[config.mk]
export PLATFORM = sky130hd
export DESIGN_NAME = seg7_scan_mux_flat
export DESIGN_NICKNAME = d
export VERILOG_FILES = /design/src/rtl/seg7_pkg.sv /design/src/rtl/seg7_scan_mux_if.sv /design/src/rtl/seg7_hex_decode.sv /design/src/rtl/seg7_scan_mux.sv /design/src/flat_wrapper.sv
export SDC_FILE = /design/constraint.sdc
export NUM_CORES = 1
export LEC_CHECK = 0
export ABC_CLOCK_PERIOD_IN_PS = 5300
export BUFFER_PORTS_ARGS = -buffer_cell sky130_fd_sc_hd__buf_4
export CORE_AREA = 2 2 87 89
export DETAILED_ROUTE_END_ITERATION = 8
export DIE_AREA = 0 0 89 91
export PLACE_DENSITY = 0.71
export RECOVER_POWER = 100
export SKIP_CTS_REPAIR_TIMING = 1
export SLEW_MARGIN = 10
export SYNTH_ARGS = -nofsm -noshare
export SYNTH_HDL_FRONTEND = slang
export SYNTH_SLANG_ARGS = --single-unit
[constraint.sdc]
create_clock -name clk -period 5.3 [get_ports clk]
set_input_delay 0.53 -clock clk [delete_from_list [all_inputs] [get_ports clk]]
set_output_delay 0.53 -clock clk [all_outputs]
set_load 0.05 [all_outputs]
[src/rtl/seg7_pkg.sv]
// seg7_pkg: shared types and the active-low hex pattern table for the seven-segment driver.
package seg7_pkg;

    typedef logic [6:0] seg_t;

    localparam seg_t SEG_BLANK = 7'h7F;
    localparam int unsigned DIGIT_W = 4;

    // Cathode patterns indexed by nibble, bit order {g,f,e,d,c,b,a}, 0 lights a segment.
    localparam seg_t SEG_LUT [16] = '{
        7'b1000000, 7'b1111001, 7'b0100100, 7'b0110000,
        7'b0011001, 7'b0010010, 7'b0000010, 7'b1111000,
        7'b0000000, 7'b0010000, 7'b0001000, 7'b0000011,
        7'b1000110, 7'b0100001, 7'b0000110, 7'b0001110
    };

endpackage

[src/rtl/seg7_scan_mux_if.sv]
// seg7_scan_mux_if: display word and per-digit controls in, scanned anode/cathode drive out.
interface seg7_scan_mux_if;
    import seg7_pkg::*;

    logic [31:0] bcd;
    logic [7:0]  digit_en;
    logic [7:0]  dp_mask;
    logic [7:0]  an;
    seg_t        seg;
    logic        dp;

    modport master (output bcd, digit_en, dp_mask, input an, seg, dp);
    modport slave  (input bcd, digit_en, dp_mask, output an, seg, dp);

endinterface

[src/rtl/seg7_hex_decode.sv]
// seg7_hex_decode: combinational nibble to active-low seven-segment pattern.
module seg7_hex_decode
    import seg7_pkg::*;
(
    input  logic [3:0] nib_i,
    output seg_t       seg_o
);

    assign seg_o = SEG_LUT[nib_i];

endmodule

[src/rtl/seg7_scan_mux.sv]
// seg7_scan_mux: scans eight digits one per refresh tick with registered active-low outputs,
// taking a frame snapshot of the display word at digit 0 so a frame never mixes two words.
module seg7_scan_mux
    import seg7_pkg::*;
#(
    parameter int unsigned TICK_DIV = 100000,
    parameter int unsigned N_DIGITS = 8
) (
    input  logic              clk,
    input  logic              rst_n,
    seg7_scan_mux_if.slave    bus_if
);

    localparam int unsigned CW = $clog2(TICK_DIV);

    logic [CW-1:0] cnt_q, cnt_d;
    logic [2:0]    idx_q, idx_d;
    logic [31:0]   snap_q, snap_d;
    logic [7:0]    an_q, an_d;
    seg_t          seg_q, seg_d;
    logic          dp_q, dp_d;
    logic          tick;
    logic          en;
    logic [3:0]    nib;
    seg_t          dec;

    assign tick = cnt_q == CW'(TICK_DIV - 1);
    assign en   = bus_if.digit_en[idx_q];
    // Digit 0 reads the live word on the same edge that loads the snapshot.
    assign nib  = (idx_q == 3'd0) ? bus_if.bcd[3:0] : snap_q[{idx_q, 2'b00} +: DIGIT_W];

    seg7_hex_decode u_dec (
        .nib_i (nib),
        .seg_o (dec)
    );

    always_comb begin
        cnt_d  = tick ? '0 : cnt_q + 1'b1;
        idx_d  = !tick ? idx_q : (idx_q == 3'(N_DIGITS - 1)) ? 3'd0 : idx_q + 3'd1;
        snap_d = (tick && idx_q == 3'd0) ? bus_if.bcd : snap_q;
        an_d   = tick ? ~(8'(en) << idx_q) : an_q;
        seg_d  = tick ? (en ? dec : SEG_BLANK) : seg_q;
        dp_d   = tick ? ~(bus_if.dp_mask[idx_q] & en) : dp_q;
    end

    always_ff @(posedge clk or negedge rst_n) begin
        if (!rst_n) begin
            cnt_q  <= '0;
            idx_q  <= '0;
            snap_q <= '0;
            an_q   <= '1;
            seg_q  <= SEG_BLANK;
            dp_q   <= 1'b1;
        end else begin
            cnt_q  <= cnt_d;
            idx_q  <= idx_d;
            snap_q <= snap_d;
            an_q   <= an_d;
            seg_q  <= seg_d;
            dp_q   <= dp_d;
        end
    end

    assign bus_if.an  = an_q;
    assign bus_if.seg = seg_q;
    assign bus_if.dp  = dp_q;

endmodule

[src/flat_wrapper.sv]
// flat-port wrapper written by rule: the top's interface ports become plain ports
module seg7_scan_mux_flat import seg7_pkg::*;
#(
    parameter int unsigned TICK_DIV = 100000,
    parameter int unsigned N_DIGITS = 8
)
  (clk, rst_n, bus_if_bcd, bus_if_digit_en, bus_if_dp_mask, bus_if_an, bus_if_seg, bus_if_dp);
  seg7_scan_mux_if bus_if_i ();
  input  logic clk;
  input  logic rst_n;
  input wire logic [$bits(bus_if_i.bcd)-1:0] bus_if_bcd;
  input wire logic [$bits(bus_if_i.digit_en)-1:0] bus_if_digit_en;
  input wire logic [$bits(bus_if_i.dp_mask)-1:0] bus_if_dp_mask;
  output wire logic [$bits(bus_if_i.an)-1:0] bus_if_an;
  output wire logic [$bits(bus_if_i.seg)-1:0] bus_if_seg;
  output wire logic [$bits(bus_if_i.dp)-1:0] bus_if_dp;
  assign bus_if_i.bcd = bus_if_bcd;
  assign bus_if_i.digit_en = bus_if_digit_en;
  assign bus_if_i.dp_mask = bus_if_dp_mask;
  assign bus_if_an = bus_if_i.an;
  assign bus_if_seg = bus_if_i.seg;
  assign bus_if_dp = bus_if_i.dp;
  seg7_scan_mux #(.TICK_DIV(TICK_DIV), .N_DIGITS(N_DIGITS)) u_core (.clk(clk), .rst_n(rst_n), .bus_if(bus_if_i));
endmodule
== Yosys cells after proc, flatten, opt, wreduce, memory -nomap -nowiden ==
Memory sizes are Yosys's and may differ from the RTL's.
Cells that the tools add are included.
W data, S select, Z words.

* Bitwise gates (word level): 4
* Add/subtract/negate cells: 2
* Reduce and logical (&&, ||, !) cells: 2
* Mux-type cells: 10
* Equal/unequal tests: 2
* Magnitude comparators: 2
* Shift-type cells: 2

{| class="wikitable"
|+ Operators by type and width
! cell !! count
|-
| $shiftx A32 B6 Y4 || 1
|-
| $mux W7 || 3
|-
| $add A17 B1 Y17 const B || 1
|-
| $eq A17 B17 Y1 const B || 1
|-
| $mux W17 || 1
|-
| $not A8 Y8 || 1
|-
| $shl A1 B3 Y8 || 1
|-
| $bmux W1 S3 || 2
|-
| $ge A5 B5 Y1 const B || 1
|-
| $not A4 Y5 || 1
|-
| $lt A3 B4 Y1 const B || 1
|-
| $mux W4 || 1
|-
| $add A3 B1 Y3 const B || 1
|-
| $eq A3 B3 Y1 const B || 1
|-
| $logic_not A3 Y1 || 1
|-
| $mux W3 || 1
|-
| $mux W1 || 2
|-
| $and A1 B1 Y1 || 1
|-
| $logic_and A1 B1 Y1 || 1
|-
| $not A1 Y1 || 1
|}

* Bits of input ports: 50
* Bits in read-only memories: 112
* Register bits: 68
* Logic and storage cells: 31
* Output and inout port bits: 16
* Memories: 1

{| class="wikitable"
|+ Memories
! memory !! words !! width !! read ports !! clocked after Yosys merged registers in !! write ports !! line !! source
|-
| (name not given) || 16 || 7 || 1 || 0 || 0 || seg7_hex_decode.sv:9 || <nowiki>assign seg_o = SEG_LUT[nib_i];</nowiki>
|}

== Logic depth before layout (Yosys ltp) ==
* Depth in word-level cells: 7
* Gate-level depth with buffers: 13
* Gate-level depth less buffers: 10

== Hierarchy ==
Synthesis repeated with hierarchy kept, for this count alone.

* Cells, all modules: 284
* Area, all modules: 3595.9 um^2

{| class="wikitable"
|+ By module, submodules not included
! module !! cells an instance !! seq. area each (um^2) !! times used !! area each (um^2)
|-
| seg7_scan_mux || 249 || 1721.7 || 1 || 3324.4
|-
| seg7_hex_decode || 35 || 0.0 || 1 || 271.5
|}

== Worst setup path after synthesis ==
No wires, ideal clock.

* Path type: flip-flop to flip-flop
* Start point: register u_core.idx_q[1]
* End point: register u_core.seg_q[4] (netlist: u_core.bus_if.seg[4])
* Period minus slack after synthesis: 2.697 ns
* Data required time: 5.223 ns
* Setup time: 0.077 ns
* Stages on the path, launching flop included: 12
* Path buffers: 3
* Data arrival time: 2.620 ns
* Setup slack: 2.603 ns
* Cells stage by stage: dfrtp_1 > buf_2 > buf_2 > inv_1 > ha_1 > clkbuf_1 > mux2i_1 > o21ai_0 > inv_1 > ha_1 > or3_1 > a31oi_1

* Longest elaborated chain between the ends: 7
* Elaborated cells on any way between the ends: 10
* Classes of those cells: 1 x shift; 6 x mux; 1 x bitwise; 1 x reduce/logical; 1 x memory

{| class="wikitable"
|+ Ends and longest elaborated chain
! what !! line !! source
|-
| from (decl) || seg7_scan_mux.sv:17 || <nowiki>logic [2:0] idx_q, idx_d;</nowiki>
|-
| from (signal assigned) || seg7_scan_mux.sv:56 || <nowiki>idx_q <= idx_d;</nowiki>
|-
| $shiftx A32 B6 Y4 or $logic_not A3 Y1 (tied branches) || seg7_scan_mux.sv:30 || <nowiki>assign nib = (idx_q == 3'd0) ? bus_if.bcd[3:0] : snap_q[{idx_q, 2'b00} +: DIGIT_W];</nowiki>
|-
| $mux W4 || seg7_scan_mux.sv:30 ||
|-
| $not A4 Y5 (not written as such) || seg7_hex_decode.sv:9 ||
|-
| $mem_v2 Z16 W7 || n/a ||
|-
| $mux W7 (not written as such) (2 in a row) || seg7_hex_decode.sv:9 ||
|-
| $mux W7 * || seg7_scan_mux.sv:42 || <nowiki>seg_d = tick ? (en ? dec : SEG_BLANK) : seg_q;</nowiki>
|-
| to (signal assigned) || seg7_scan_mux.sv:59 || <nowiki>seg_q <= seg_d;</nowiki>
|-
| to (decl) || seg7_scan_mux.sv:20 || <nowiki>seg_t seg_q, seg_d;</nowiki>
|}

Mark *: on every way between the ends. The rest lies on a longest branch, timed or not. The select of a mux whose other input is x is not followed.
A chain may end at the register's enable or synchronous reset.

== Worst setup path after layout ==
* Start point: register u_core.idx_q[1]
* End point: register u_core.snap_q[2]

* Longest elaborated chain between the ends: 2

{| class="wikitable"
|+ Ends and longest elaborated chain
! what !! line !! source
|-
| $logic_not A3 Y1 || seg7_scan_mux.sv:40 || <nowiki>snap_d = (tick && idx_q == 3'd0) ? bus_if.bcd : snap_q;</nowiki>
|-
| $logic_and A1 B1 Y1 || seg7_scan_mux.sv:40 ||
|-
| to (signal assigned) || seg7_scan_mux.sv:57 || <nowiki>snap_q <= snap_d;</nowiki>
|-
| to (decl) || seg7_scan_mux.sv:18 || <nowiki>logic [31:0] snap_q, snap_d;</nowiki>
|}

Every way passes these cells.

==> results by group <==
Outcome
  • Outcome: finished, violations left
  • Failing checks: max-capacitance violations, max-slew violations

Logic synthesis
  • Count of cell types in the netlist: 43
  • Post-synthesis mux area share: 21.1%
  • Syn_area_per_cell: between 10 and 15 µm²
  • Synth top area cells: dfrtp_1 (38%), dfstp_2 (12%), mux2_2 (11%), mux4_2 (3.9%), ha_1 (3.6%)
  • Synth async-reset ratio: between 90% and 100%
  • Synth Area in Adders: 3.62%
  • Xor and xnor fraction of the mapped netlist area: roughly 4.1%
  • Area leader, netlist: dfrtp_1
  • Yosys warns: 0
  • Commonest register cell after synthesis: dfrtp_1
  • Number of synthesized flops with an enable pin: 0
  • Post-Synthesis Cell Area: ~0.0035 mm²
  • Simple-gate portion of the synthesized area: 13.2%
  • Main combinational cell family by area after synthesis: multiplexers
  • Compound-Gate Fraction of Synth Area: between 5 and 6%
  • Top cell type's share of synthesized area: a little under two fifths
  • Gate Count Post-Synth: about 290
  • Mapped Nets: 353
  • Seq/Total Area, Yosys: between 40 and 50%
  • Yosys reg bits: roughly 70

Floorplanning
  • Die span in x: roughly 89 µm
  • Initial Util: 48.5%
  • Io pins: 66
  • Core area: roughly 0.007 mm²
  • Die ar.: just over 0.008 mm²
  • DIE HEIGHT: about 91 µm
  • Row count: 31

Clock tree
  • Num Clock Sinks: between 60 and 70
  • Clk root buf: clkbuf_8
  • Clock transition at path regs: ~0.070 ns
  • Clk buf depth: 2
  • CTS tree: built
  • Clk_lat worst skew: 0.34 ns
  • Total clock buffers created by CTS: 9
  • H-tree levels: 3

Timing
  • Fin crit share: between 60% and 70%
  • Final Critical Period: 3.41 ns
  • Setup TNS Final: 0 ns
  • Max_slew headroom: -136%
  • RSZ-0062 raised after global routing: no
  • WHS: roughly 0.41 ns
  • Clk_skew: 0.00873 ns
  • Fmax: 293 MHz
  • Final setup viols: 0
  • Least-Margin Pin Slew: 3.54 ns
  • Final hold vios: 0
  • Max-slew violations: about 140
  • Setup slack after layout: 1.89 ns

Place
  • # port buffers: between 60 and 70
  • Setup WS pre-CTS: ~2.2 ns
  • Dpl cell area: 0.00401 mm²
  • Placer Congestion: approximately 0.85
  • DPL Wire Length: 4910 µm

Min path
  • Hold Path Depth: 2
  • Hold Path Origin: bus_if_bcd[21]
  • Worst hold path type: in2reg
  • Hold Crit Endpoint: u_core.snap_q[21]

Routing
  • Initial DRC Count: about 140
  • DRC: 0
  • Routed vias: between 2000 and 2500
  • Antenna Nets Post-Route: 0
  • Wire per inst: ~15 µm
  • Metal2 WL: around 3300 µm
  • Post-Route WL: between 6000 and 7000 µm
  • Drt pass-1 iters: 4
  • M1 WL: ~3300 µm
  • DR WL met3: between 300 and 400 µm
  • Max Used Layer: met4
  • Via density: 5.18

Critical path
  • R2r setup slk: ~1.9 ns
  • Worst reg2reg startpoint: u_core.idx_q[1]
  • Worst reg2reg path endpoint: u_core.snap_q[2]
  • Maximum net fanout on the critical path: 32
  • Worst setup path class: reg2reg
  • Data arrival, critical path: around 3.6 ns
  • CP Launch Type: flop
  • Reg2reg path depth: 5
  • Crit path capture type: flop
  • CP required: 5.52 ns

Pwr
  • P_leak: ~1.8 nW
  • Worst IR Drop VDD: 0.241 mV
  • Pwr/cell area: roughly 260 mW/mm²

Global route
  • All-Layer GR Usage: 18.5%
  • First-pass GRT wire length: between 10000 and 15000 µm
  • Largest net degree at the start of global routing: around 70
  • Initial antenna violation count: 0
  • Overflow after GRT: 0
  • Vias in the first global route: between 2000 and 2500

Layout
  • Diode count: 0
  • Nets: about 420
  • Most frequent cells in the layout: dfrtp_1 (52), buf_4 (48), mux2_2 (35)
  • Layout cell share with drive strength beyond 1: 34.3%
  • Most common cell after layout, fill and taps aside: dfrtp_1
  • Area Growth Syn to Fin: 20.1%
  • Final instance area: 0.00415 mm²
  • Fill cell count: 652

Flow run
  • Total of max-cap violations: 3
==> layout make-up <==
type	count	area, µm²	area share [%]
tap	99	124	2.98
sequential	68	1720	41.5
clock buffer	9	124	2.98
clock inverter	7	91.3	2.20
inverter	5	18.8	0.452
timing repair buffer	67	432	10.4
multi-input combinational	205	1640	39.5
==> cells in the mapped netlist (2+ instances only) <==
cell,count
mux2i_1,12
o211ai_1,2
a21oi_1,12
clkbuf_1,6
nand2b_1,5
buf_6,2
ha_1,10
nand3b_1,3
mux4_1,3
nor3_1,5
buf_1,3
xnor2_1,9
dfstp_2,16
mux4_2,6
o221ai_1,2
nand2_1,21
inv_1,5
nor2_1,33
o21a_1,4
or3_1,3
nand3_1,5
mux2_2,35
nor3b_1,2
dfrtp_1,52
and3_1,2
a31oi_1,2
o21ai_0,3
xor2_1,7
nand4_1,5
nor2b_1,2
buf_2,4
==> metrics by stage <==
step | util [%] | std cells | total power [mW]
floorplan | - | 293 | 0.583
global placement | 56.2 | 444 | 0.628
detailed placement | 56.2 | 444 | 0.631
CTS | 59.3 | 460 | 1.09
global route | 58.2 | 460 | 1.13
finish | 58.2 | 460 | 1.08
==> critical path, cell delays in order (launching register included) <==
cell and delay, ns:
dfrtp_1 0.94, inv_1 0.20, ha_1 0.33, nand3b_1 0.11, clkbuf_1 1.25, mux2_2 0.44
==> worst max-delay path by stage <==
stage | startpoint | end | slack (ns) | depth (start not counted)
2_1_floorplan | u_core.idx_q[1] | u_core.bus_if.seg[4] | 2.60 | 11
3_3_place_gp | u_core.idx_q[1] | u_core.bus_if.seg[4] | 2.36 | 8
3_5_place_dp | u_core.idx_q[1] | u_core.bus_if.seg[6] | 2.20 | 8
4_1_cts | u_core.idx_q[1] | u_core.bus_if.seg[6] | 2.18 | 8
5_1_grt | rst_n | u_core.idx_q[0] | 1.16 | 1
6_report | u_core.idx_q[1] | u_core.snap_q[2] | 1.89 | 5
==> power by group <==
part	internal (mW)	switching (mW)
logic	0.0457	0.0344
registers	0.532	0.00647
clock network	0.263	0.199
==> state kept, by name, summed over array words and instances, names as in the netlist <==
register           flops
u_core.idx_q           3
u_core.cnt_q          17
u_core.bus_if.dp       1
u_core.bus_if.an       8
u_core.bus_if.seg      7
u_core.snap_q         32
==> routing by layer <==
| layer | GRT usage (%) | vias up |
|---|---|---|
| li1 | - | 1162 |
| met1 | 26.3 | 1154 |
| met2 | 27.4 | 56 |
| met3 | 4.55 | 9 |
| met4 | 7.09 | 0 |
| met5 | 0 | - |
==> cells by family (layout without fill, tap and decap cells) <==
| logic type | Yosys count | count (layout) |
|---|---|---|
| xor gates and xnor gates | 16 | 16 |
| DFF | 68 | 68 |
| adders and majority gates | 10 | 10 |
| muxes | 56 | 56 |
| buffers and inverters | 20 | 88 |
| AOI/OAI and AO/OA | 30 | 30 |
| and+or+nand+nor | 93 | 93 |
Power figures use the tool's default switching activity.
